## src/rtl/usensor_pkg.sv

```systemverilog
// ---------------------------------------------------------------------------
// usensor_pkg
// Shared definitions for the ultrasonic ranging scheduler:
//   - state_t       : scheduler FSM state encoding
//   - DEF_*         : default timing constants for a 50 MHz clock
//   - DIST_W_DEF    : default distance width in cm
//   - TIMEOUT_DIST  : all-ones distance reported when a ping times out
// ---------------------------------------------------------------------------
package usensor_pkg;

   typedef enum logic [2:0] {
      ST_IDLE,
      ST_TRIG,
      ST_WAIT_RISE,
      ST_MEASURE,
      ST_HOLDOFF
   } state_t;

   // Defaults for a 50 MHz system clock.
   localparam int DEF_NUM_SENSORS    = 2;
   localparam int DEF_TRIG_CYCLES    = 500;       // 10 us trigger pulse
   localparam int DEF_CYCLES_PER_CM  = 2900;      // echo-high clocks per cm
   localparam int DEF_TIMEOUT_CYCLES = 1500000;   // 30 ms
   localparam int DEF_HOLDOFF_CYCLES = 3000000;   // 60 ms
   localparam int DEF_DIST_OFFSET    = 2;         // sensor calibration, cm

   localparam int DIST_W_DEF = 9;
   localparam logic [DIST_W_DEF-1:0] TIMEOUT_DIST = '1;

   function automatic int max3(input int a, input int b, input int c);
      int m;
      m = (a > b) ? a : b;
      return (m > c) ? m : c;
   endfunction

endpackage

```

## src/rtl/usensor_echo_timer.sv

```systemverilog
// ---------------------------------------------------------------------------
// usensor_echo_timer
// Converts echo-high clock cycles into centimetres.  A prescaler counts
// CYCLES_PER_CM clocks per cm; cm_cnt saturates at all-ones.
// Ports:
//   clock    in   system clock
//   reset    in   asynchronous active-high reset
//   clear    in   synchronous clear of prescaler and cm_cnt (wins over count)
//   count_en in   one echo-high clock to accumulate
//   cm_cnt   out  whole centimetres measured so far
// ---------------------------------------------------------------------------
module usensor_echo_timer
   import usensor_pkg::*;
#(
   parameter int CYCLES_PER_CM = DEF_CYCLES_PER_CM,
   parameter int DIST_W        = DIST_W_DEF
) (
   input  logic              clock,
   input  logic              reset,
   input  logic              clear,
   input  logic              count_en,
   output logic [DIST_W-1:0] cm_cnt
);

   localparam int PS_W = (CYCLES_PER_CM > 1) ? $clog2(CYCLES_PER_CM) : 1;

   logic [PS_W-1:0] prescaler;

   // NOTE: sequential state uses non-blocking <= so every flop samples the
   // values from before the clock edge, independent of statement order.
   always_ff @(posedge clock or posedge reset) begin
      if (reset) begin
         prescaler <= '0;
         cm_cnt    <= '0;
      end else if (clear) begin
         prescaler <= '0;
         cm_cnt    <= '0;
      end else if (count_en) begin
         if (prescaler == PS_W'(CYCLES_PER_CM - 1)) begin
            prescaler <= '0;
            if (cm_cnt != '1) begin
               cm_cnt <= cm_cnt + DIST_W'(1);
            end
         end else begin
            prescaler <= prescaler + PS_W'(1);
         end
      end
   end

endmodule

```

## src/rtl/usensor_scheduler.sv

```systemverilog
// ---------------------------------------------------------------------------
// usensor_scheduler
// Round-robin sequencer sharing one ranging slot among NUM_SENSORS
// HC-SR04-style sensors: trigger one sensor, time its echo, convert to cm,
// wait a holdoff, then move to the next sensor.
// Ports:
//   clock       in   system clock
//   reset       in   asynchronous active-high reset
//   enable      in   1 = keep scheduling pings (sampled in IDLE / end of holdoff)
//   echo        in   raw echo pins, asynchronous to clock
//   trig        out  trigger pins, one-hot or zero
//   distance    out  packed distances, sensor i at [i*DIST_W +: DIST_W]
//   dist_valid  out  1-cycle strobe when sensor i's distance updates
//   timeout     out  1 = last ping of sensor i timed out
//   cur_sensor  out  index of the sensor owning the slot
//   busy        out  1 whenever the FSM is not idle
// ---------------------------------------------------------------------------
module usensor_scheduler
   import usensor_pkg::*;
#(
   parameter int NUM_SENSORS    = DEF_NUM_SENSORS,
   parameter int TRIG_CYCLES    = DEF_TRIG_CYCLES,
   parameter int CYCLES_PER_CM  = DEF_CYCLES_PER_CM,
   parameter int TIMEOUT_CYCLES = DEF_TIMEOUT_CYCLES,
   parameter int HOLDOFF_CYCLES = DEF_HOLDOFF_CYCLES,
   parameter int DIST_W         = DIST_W_DEF,
   parameter int DIST_OFFSET    = DEF_DIST_OFFSET,
   localparam int SEL_W         = (NUM_SENSORS > 1) ? $clog2(NUM_SENSORS) : 1
) (
   input  logic                          clock,
   input  logic                          reset,
   input  logic                          enable,
   input  logic [NUM_SENSORS-1:0]        echo,
   output logic [NUM_SENSORS-1:0]        trig,
   output logic [NUM_SENSORS*DIST_W-1:0] distance,
   output logic [NUM_SENSORS-1:0]        dist_valid,
   output logic [NUM_SENSORS-1:0]        timeout,
   output logic [SEL_W-1:0]              cur_sensor,
   output logic                          busy
);

   // One counter serves every timed state, so size it for the longest.
   localparam int CNT_MAX = max3(TRIG_CYCLES, TIMEOUT_CYCLES, HOLDOFF_CYCLES);
   localparam int CNT_W   = $clog2(CNT_MAX + 1);

   state_t                   state;
   logic [CNT_W-1:0]         cyc_cnt;
   logic [NUM_SENSORS-1:0]   echo_meta;
   logic [NUM_SENSORS-1:0]   echo_sync;
   logic                     echo_cur;
   logic                     timer_clear;
   logic                     timer_en;
   logic [DIST_W-1:0]        cm_cnt;
   logic [DIST_W:0]          cm_sum;
   logic [DIST_W-1:0]        cm_dist;
   logic [SEL_W-1:0]         next_sensor;

   function automatic logic [NUM_SENSORS-1:0] sel_mask(input logic [SEL_W-1:0] idx);
      return NUM_SENSORS'(1) << idx;
   endfunction

   // Two-flop synchronizer on every echo pin.
   always_ff @(posedge clock or posedge reset) begin
      if (reset) begin
         echo_meta <= '0;
         echo_sync <= '0;
      end else begin
         echo_meta <= echo;
         echo_sync <= echo_meta;
      end
   end

   assign echo_cur    = echo_sync[cur_sensor];
   assign next_sensor = (cur_sensor == SEL_W'(NUM_SENSORS - 1)) ? '0
                                                                : cur_sensor + SEL_W'(1);

   // The rise cycle seen in WAIT_RISE is already an echo-high clock, so it
   // is counted; everywhere outside a measurement the timer is held clear,
   // which also ignores any echo activity during TRIG.
   always_comb begin
      // NOTE: every signal gets a default first so no path through the
      // case leaves it unassigned, which would infer a latch.
      timer_clear = 1'b1;
      timer_en    = 1'b0;
      case (state)
         ST_WAIT_RISE: begin
            if (echo_cur) begin
               timer_clear = 1'b0;
               timer_en    = 1'b1;
            end
         end
         ST_MEASURE: begin
            timer_clear = 1'b0;
            timer_en    = echo_cur;
         end
         default: ;
      endcase
   end

   // Calibrated distance, saturating at all-ones.
   always_comb begin
      cm_sum  = {1'b0, cm_cnt} + (DIST_W + 1)'(DIST_OFFSET);
      cm_dist = cm_sum[DIST_W] ? '1 : cm_sum[DIST_W-1:0];
   end

   usensor_echo_timer #(
      .CYCLES_PER_CM (CYCLES_PER_CM),
      .DIST_W        (DIST_W)
   ) u_echo_timer (
      .clock    (clock),
      .reset    (reset),
      .clear    (timer_clear),
      .count_en (timer_en),
      .cm_cnt   (cm_cnt)
   );

   always_ff @(posedge clock or posedge reset) begin
      if (reset) begin
         state      <= ST_IDLE;
         cyc_cnt    <= '0;
         trig       <= '0;
         distance   <= '0;
         dist_valid <= '0;
         timeout    <= '0;
         cur_sensor <= '0;
         busy       <= 1'b0;
      end else begin
         dist_valid <= '0;
         case (state)
            ST_IDLE: begin
               if (enable) begin
                  state   <= ST_TRIG;
                  cyc_cnt <= '0;
                  trig    <= sel_mask(cur_sensor);
                  busy    <= 1'b1;
               end
            end

            ST_TRIG: begin
               if (cyc_cnt == CNT_W'(TRIG_CYCLES - 1)) begin
                  trig    <= '0;
                  state   <= ST_WAIT_RISE;
                  cyc_cnt <= '0;
               end else begin
                  cyc_cnt <= cyc_cnt + CNT_W'(1);
               end
            end

            ST_WAIT_RISE: begin
               if (echo_cur) begin
                  state   <= ST_MEASURE;
                  cyc_cnt <= '0;
               end else if (cyc_cnt == CNT_W'(TIMEOUT_CYCLES - 1)) begin
                  distance[cur_sensor*DIST_W +: DIST_W] <= '1;
                  timeout[cur_sensor]                   <= 1'b1;
                  dist_valid[cur_sensor]                <= 1'b1;
                  state                                 <= ST_HOLDOFF;
                  cyc_cnt                               <= '0;
               end else begin
                  cyc_cnt <= cyc_cnt + CNT_W'(1);
               end
            end

            ST_MEASURE: begin
               if (!echo_cur) begin
                  distance[cur_sensor*DIST_W +: DIST_W] <= cm_dist;
                  timeout[cur_sensor]                   <= 1'b0;
                  dist_valid[cur_sensor]                <= 1'b1;
                  state                                 <= ST_HOLDOFF;
                  cyc_cnt                               <= '0;
               end else if (cyc_cnt == CNT_W'(TIMEOUT_CYCLES - 1)) begin
                  distance[cur_sensor*DIST_W +: DIST_W] <= '1;
                  timeout[cur_sensor]                   <= 1'b1;
                  dist_valid[cur_sensor]                <= 1'b1;
                  state                                 <= ST_HOLDOFF;
                  cyc_cnt                               <= '0;
               end else begin
                  cyc_cnt <= cyc_cnt + CNT_W'(1);
               end
            end

            ST_HOLDOFF: begin
               if (cyc_cnt == CNT_W'(HOLDOFF_CYCLES - 1)) begin
                  cur_sensor <= next_sensor;
                  cyc_cnt    <= '0;
                  if (enable) begin
                     state <= ST_TRIG;
                     trig  <= sel_mask(next_sensor);
                  end else begin
                     state <= ST_IDLE;
                     busy  <= 1'b0;
                  end
               end else begin
                  cyc_cnt <= cyc_cnt + CNT_W'(1);
               end
            end

            default: begin
               state <= ST_IDLE;
               trig  <= '0;
               busy  <= 1'b0;
            end
         endcase
      end
   end

endmodule
```

## config.mk

```make
export PLATFORM = sky130hd
export DESIGN_NAME = usensor_scheduler
export DESIGN_NICKNAME = d
export VERILOG_FILES = /design/src/rtl/usensor_pkg.sv /design/src/rtl/usensor_echo_timer.sv /design/src/rtl/usensor_scheduler.sv
export SDC_FILE = /design/constraint.sdc
export NUM_CORES = 1
export LEC_CHECK = 0
export CAP_MARGIN = 0
export CORE_MARGIN = 8
export CORE_UTILIZATION = 30
export CTS_BUF_LIST = sky130_fd_sc_hd__clkbuf_16
export DETAILED_ROUTE_END_ITERATION = 6
export GPL_ROUTABILITY_DRIVEN = 0
export HOLD_SLACK_MARGIN = 0.02
export PLACE_DENSITY = 0.44
export SLEW_MARGIN = 30
export SYNTH_ARGS = -nofsm -noshare
export SYNTH_HDL_FRONTEND = slang
export SYNTH_SLANG_ARGS = --single-unit
export TNS_END_PERCENT = 1
```

## constraint.sdc

```tcl
create_clock -name clock -period 2.7 [get_ports clock]
set_clock_uncertainty 0.05 [all_clocks]
set_input_delay 0.54 -clock clock [delete_from_list [all_inputs] [get_ports clock]]
set_output_delay 0.54 -clock clock [all_outputs]
set_load 0.1 [all_outputs]
```

==> metrics, run 1 <==
outcome=finished clean; Core Area=12720 um^2; TNS Setup=0 ns; Clk Latency, worst-skew pair=0.33 ns; GRT Residual Overflow=0; Post-Layout Cell Count=618; Initial Utilization=30.85%; nets=451; GRT Total Usage=12.08%; DIE WIDTH=130.4 um; H-tree depth=3; shortest period the worst path allows=2.427 ns; Power Dens Cells=991.2 nW/um^2; post-synthesis adder-cell area fraction=1.849%; port bufs=30; routed len/inst=15.50 um; Final Util=37.83%; Async SR Flop Fraction=100.0%; Avg Cell Area, Syn=9.937 um^2; Setup-failing EPs final=0; # Post-CTS Setup Buffers=0; die footprint=17000 um^2; drt drc=0; Hold Fails Final Rpt=0; layout cells sized above 1=17.49%; root buffer cell=clkbuf_16; antenna diode count=0; num rows=41; CTS Buffer Depth=2; Sink Count=76; peak supply drop=0.0003640 V; Worst setup SP type=flip-flop; first-pass iteration count of the detailed router=4; Hold-fix buffers, CTS=0; #FFs+latches synth=76; Vias=3103; Max Cap Violations=0; Post-synth EDFFs=0; largest family of logic cells by synthesized area=simple AND/OR/NAND/NOR gates; synth warn=0; CP Class=flip-flop to flip-flop; largest net degree at the start of global routing=77; antenna violations before repair=0; mux contribution to synthesized area=0.8607%; post-DP HPWL=6754 um; Post-Synth Simple-Gate Area=24.39%; Finished Cell Area=4813 um^2; Slew @ Worst Pin=0.5259 ns; mapped cell area=3925 um^2; ratio of final minimum period to clock period=89.89%; GRT busiest layer=met1; Max Clock Freq=412.0 MHz; Placement Setup Slack=0.1660 ns; placed cell count=602; total CTS buffers=9; syn nets=405; Relative slew margins=64.25%; RSZ-0062 raised after global routing=false; complex-gate fraction of the synthesized area=15.05%; fin. max-slew vios=0; grt met3 use=2.634%; die height=130.4 um; CTS tree=yes; Req. time, crit path=2.91 ns; DP Area=4473 um^2; final worst slack=0.2730 ns; Crit Path Max Fanout=9; Yosys cell types=60; Routed WL=9582 um; number of global-route vias before repair=3031; area delta synth->final=22.63%; Pleak=2.010 nW; top cell type's share of synthesized area=48.45%; Reg clk slew, reported paths=0.06 ns; area leader, netlist=dfrtp_1; largest cells by area after synthesis=dfrtp_1 (48%), xnor2_1 (4.2%), nor2_1 (4.0%), nand2_1 (3.1%), o21ai_0 (2.9%); post-route ant nets=0; Total Power=4.771 mW; first-pass GRT wire length=16120 um; cell count after synthesis=395; crit end category=flip-flop; # IOs=31; global routing usage on met1=18.44%; final hold slack=0.3374 ns; global-route track usage on met2=16.30%; Synth Flop Type=dfrtp_1; worst min path class=flip-flop to flip-flop; post-synthesis sequential area ratio=48.45%; Initial DRC Count=172; DR vias/cell=5.021; Critical Path AT=2.63 ns; Post-Synth XOR/XNOR Area=6.694%
-- cells in the mapped netlist, types with 2 or more instances --
library cell / number
or4_1: 3
nand2b_1: 5
a21o_1: 2
o21ai_0: 23
ha_1: 5
a21oi_1: 13
nand3_1: 21
xnor2_1: 19
nand4_1: 7
a2bb2oi_1: 12
nor3b_1: 3
nand3b_1: 3
dfrtp_1: 76
o31ai_1: 6
mux2i_1: 2
a211oi_4: 2
nor3_1: 16
nand2_1: 32
o32ai_1: 2
nor4bb_1: 2
o22a_1: 6
nand4b_1: 6
nor4_1: 8
or2_2: 2
o22ai_1: 2
or3_1: 3
nor2_1: 42
a31oi_1: 2
and2_1: 2
clkbuf_1: 13
nor2b_1: 2
and3_1: 6
inv_1: 10
xor2_1: 11
-- area by class of cell --
cell class	count	area [um^2]
fill	1312	7909
clock inverter	7	115.1
timing repair buffer	50	397.9
clock buffer	9	225.2
multi-input combinational	293	1917
inverter	11	41.29
tap	172	215.2
sequential	76	1902
-- metal layers --
layer	share of wire, %	routed length, um
met2	41	3926
met3	4.5	431
met4	0.93	89
met5	0	0
met1	54	5134
-- registers in the layout, indices dropped and copies added, names as in the netlist, 3 cells and up --
register                cells
state                       3
distance                   18
u_echo_timer.cm_cnt         9
cyc_cnt                    22
u_echo_timer.prescaler     12
-- critical path, stage by stage (launching register included) --
cell,delay (ns)
dfrtp_1,0.38
ha_1,0.22
nand3_1,0.15
nor2_1,0.06
ha_1,0.19
nor4_1,0.39
o21ai_1,0.26
or4_1,0.51
a21oi_1,0.15
-- logic make-up (layout without fill, tap and decap cells) --
| family | after synthesis | after routing |
|---|---|---|
| and+or+nand+nor | 174 | 174 |
| AOI/OAI and AO/OA | 80 | 80 |
| DFF | 76 | 76 |
| xor gates and xnor gates | 30 | 30 |
| buffers and inverters | 26 | 77 |
| adders and majority gates | 6 | 6 |
| muxes | 3 | 3 |
-- final timing paths --
path                                     endpoint  slack (ns)  depth (start not counted)                    from
max reg2reg                u_echo_timer.cm_cnt[6]        0.27                          8  u_echo_timer.cm_cnt[0]
min in group asynchronous             cyc_cnt[15]        0.56                          3                   reset
min reg2reg                          echo_sync[0]        0.34                          0            echo_meta[0]
max                        u_echo_timer.cm_cnt[6]        0.27                          8  u_echo_timer.cm_cnt[0]
min                                  echo_sync[0]        0.34                          0            echo_meta[0]
max in group asynchronous              cyc_cnt[4]        1.69                          3                   reset
-- power by group --
| part | switching (mW) | total, mW | internal (mW) |
|---|---|---|---|
| clock network | 0.474 | 1.37 | 0.901 |
| registers | 0.173 | 1.47 | 1.30 |
| logic | 1.37 | 1.92 | 0.556 |
-- cell usage in the layout (no fill, tap or decap), types with 3 or more instances in the layout --
cell type | synthesis | final
nand2_1 | 32 | 32
dfrtp_1 | 76 | 76
nor2_1 | 42 | 42
xnor2_1 | 19 | 19
nand3b_1 | 3 | 3
bufinv_16 | 0 | 3
o21ai_0 | 23 | 22
o22a_1 | 6 | 6
nand3_1 | 21 | 21
nor4_1 | 8 | 8
nand2b_1 | 5 | 5
nor3_1 | 16 | 16
nand4_1 | 7 | 7
nor3b_1 | 3 | 3
or3_1 | 3 | 3
ha_1 | 5 | 5
clkbuf_16 | 0 | 9
xor2_1 | 11 | 11
inv_1 | 10 | 10
a21oi_1 | 13 | 13
buf_4 | 0 | 45
a2bb2oi_1 | 12 | 12
nand4b_1 | 6 | 6
clkdlybuf4s50_1 | 0 | 4
o31ai_1 | 6 | 6
and3_1 | 6 | 6
or4_1 | 3 | 3
-- timing repair --
action,4_1_cts,5_1_grt
endpoints found under the hold margin,0,0
gates resized for setup,0,1
setup endpoints to repair,0,2
Power figures use the tool's default switching activity.
==> run 2, diff against run 1 <==
Settings changed: REMOVE_ABC_BUFFERS set to 1.
==> metrics, run 2 (same netlist as run 1, synthesis figures left out) <==
post-DP HPWL=6789 um (+0.52%); outcome=finished clean; Crit Path Max Fanout=15 (+6); antenna diode count=0 (unchanged); Vias=3125 (+0.71%); placed cell count=599 (-0.50%); GRT Total Usage=11.90% (-0.18 points); Initial DRC Count=270 (+57%); Worst Hold Path Cells=0 (unchanged); most common cell after layout, fill and taps aside=dfrtp_1; # Post-CTS Setup Buffers=0 (unchanged); Max Clock Freq=413.6 MHz (+0.38%); ratio of final minimum period to clock period=89.55% (-0.34 points); Max Cap Violations=0 (unchanged); Hold Fails Final Rpt=0 (unchanged); Initial Utilization=30.85% (unchanged); post-route ant nets=0 (unchanged); Worst setup SP type=flip-flop; num rows=41 (unchanged); RSZ-0062 raised after global routing=false; Fillers=1315 (+0.23%); # IOs=31 (unchanged); nets=448 (-0.67%); total CTS buffers=9 (unchanged); Critical Path AT=2.63 ns (about the same); Setup-failing EPs final=0 (unchanged); Pleak=1.977 nW (-1.7%); drt drc=0 (unchanged); max reg flops=22 (unchanged); root buffer cell=clkbuf_16; CTS Buffer Depth=2 (unchanged); Sink Count=76 (unchanged); DP Area=4451 um^2 (-0.50%); Slew @ Worst Pin=0.6276 ns (+0.1017 ns); Post-Layout Cell Count=615 (-0.49%); Req. time, crit path=2.91 ns (about the same); GRT Residual Overflow=0 (unchanged); Reg clk slew, reported paths=0.06 ns (about the same); crit end category=flip-flop; Worst R2R Path Depth=9 (+1); post-CTS sizing=0 (unchanged); CP Class=flip-flop to flip-flop; Hold-fix buffers, CTS=0 (unchanged); Top reg by flops=cyc_cnt; number of global-route vias before repair=2942 (-2.9%); die height=130.4 um (unchanged); die footprint=17000 um^2 (unchanged); first-pass iteration count of the detailed router=4 (unchanged); CTS tree=yes; area delta synth->final=20.66%; port bufs=30 (unchanged); Finished Cell Area=4736 um^2 (-1.6%); Routed WL=9735 um (+1.6%); r2r startpoint=u_echo_timer.cm_cnt[0]; layout cells sized above 1=16.48% (-1.0 points); H-tree depth=3 (unchanged); peak supply drop=0.0002864 V (-21%); DIE WIDTH=130.4 um (unchanged); commonest cells after routing, fill and taps aside=dfrtp_1 (76), nor2_1 (42), buf_4 (42); antenna violations before repair=0 (unchanged); largest net degree at the start of global routing=77 (unchanged); start point of the critical path=u_echo_timer.cm_cnt[0]; worst min path class=flip-flop to flip-flop; Relative slew margins=57.91% (-6.3 points); worst hold start=echo_meta[0]; largest registers=cyc_cnt (22), distance (18), u_echo_timer.prescaler (12); routed len/inst=15.83 um (+2.1%); DR vias/cell=5.081 (+1.2%); first-pass GRT wire length=15790 um (-2.1%); Power Dens Cells=957.2 nW/um^2 (-3.4%); fin. max-slew vios=0 (unchanged); Clk Latency, worst-skew pair=0.33 ns (about the same); Final Util=37.22% (-0.61 points); Core Area=12720 um^2 (unchanged); shortest period the worst path allows=2.418 ns (-0.009187 ns)
[run 2: power breakdown]
group | total [mW] | internal [mW] | leakage [nW] | switching [mW]
sequential | 1.47 | 1.30 | 1.02 | 0.168
combinational | 1.89 | 0.536 | 0.811 | 1.36
clock | 1.17 | 0.704 | 0.149 | 0.468
[run 2: metrics by stage]
stage | power, mW | setup WS, ns | hold WS (ns) | TNS [ns]
global placement | 3.392 | 0.2243 | 0.2836 | 0
finish | 4.533 | 0.2822 | 0.2992 | 0
detailed placement | 3.398 | 0.2158 | 0.2870 | 0
global route | 4.774 | 0.07807 | 0.3173 | 0
floorplan | 2.828 | -0.3732 | 0.2812 | -1.595
CTS | 4.584 | 0.2712 | 0.2998 | 0
[run 2: final cells by class]
type / instances / area, um^2 / share of cell area, %
Timing Repair Buffer: 47 / 375.4 / 7.926
Multi-Input combinational cell: 293 / 1917 / 40.48
Tap cell: 172 / 215.2 / 4.544
Clock inverter: 7 / 60.06 / 1.268
Inverter: 11 / 41.29 / 0.8719
Sequential cell: 76 / 1902 / 40.16
Clock buffer: 9 / 225.2 / 4.756
[run 2: per-layer routing]
layer  GRT usage (%)  wire [um]
met1           17.26       5153
met2           16.30       4004
met5               0          0
met3           2.836        408
met4           5.267        168
[run 2: path summary, 6_finish.rpt]
kind                                               end  slack (ns)
worst max-delay path            u_echo_timer.cm_cnt[6]        0.28
worst min-delay path                      echo_sync[0]        0.30
worst max register to register  u_echo_timer.cm_cnt[6]        0.28
worst min register to register            echo_sync[0]        0.30
max in group asynchronous                  cyc_cnt[12]        1.69
min in group asynchronous                   cyc_cnt[1]        0.57
[run 2: critical path, stage by stage (launching register included)]
cell and delay, ns:
dfrtp_1 0.38, ha_1 0.21, nand3_1 0.15, nor2_1 0.06, ha_1 0.19, nor4_1 0.37
o21ai_0 0.12, buf_4 0.20, or4_1 0.47, a21oi_1 0.15
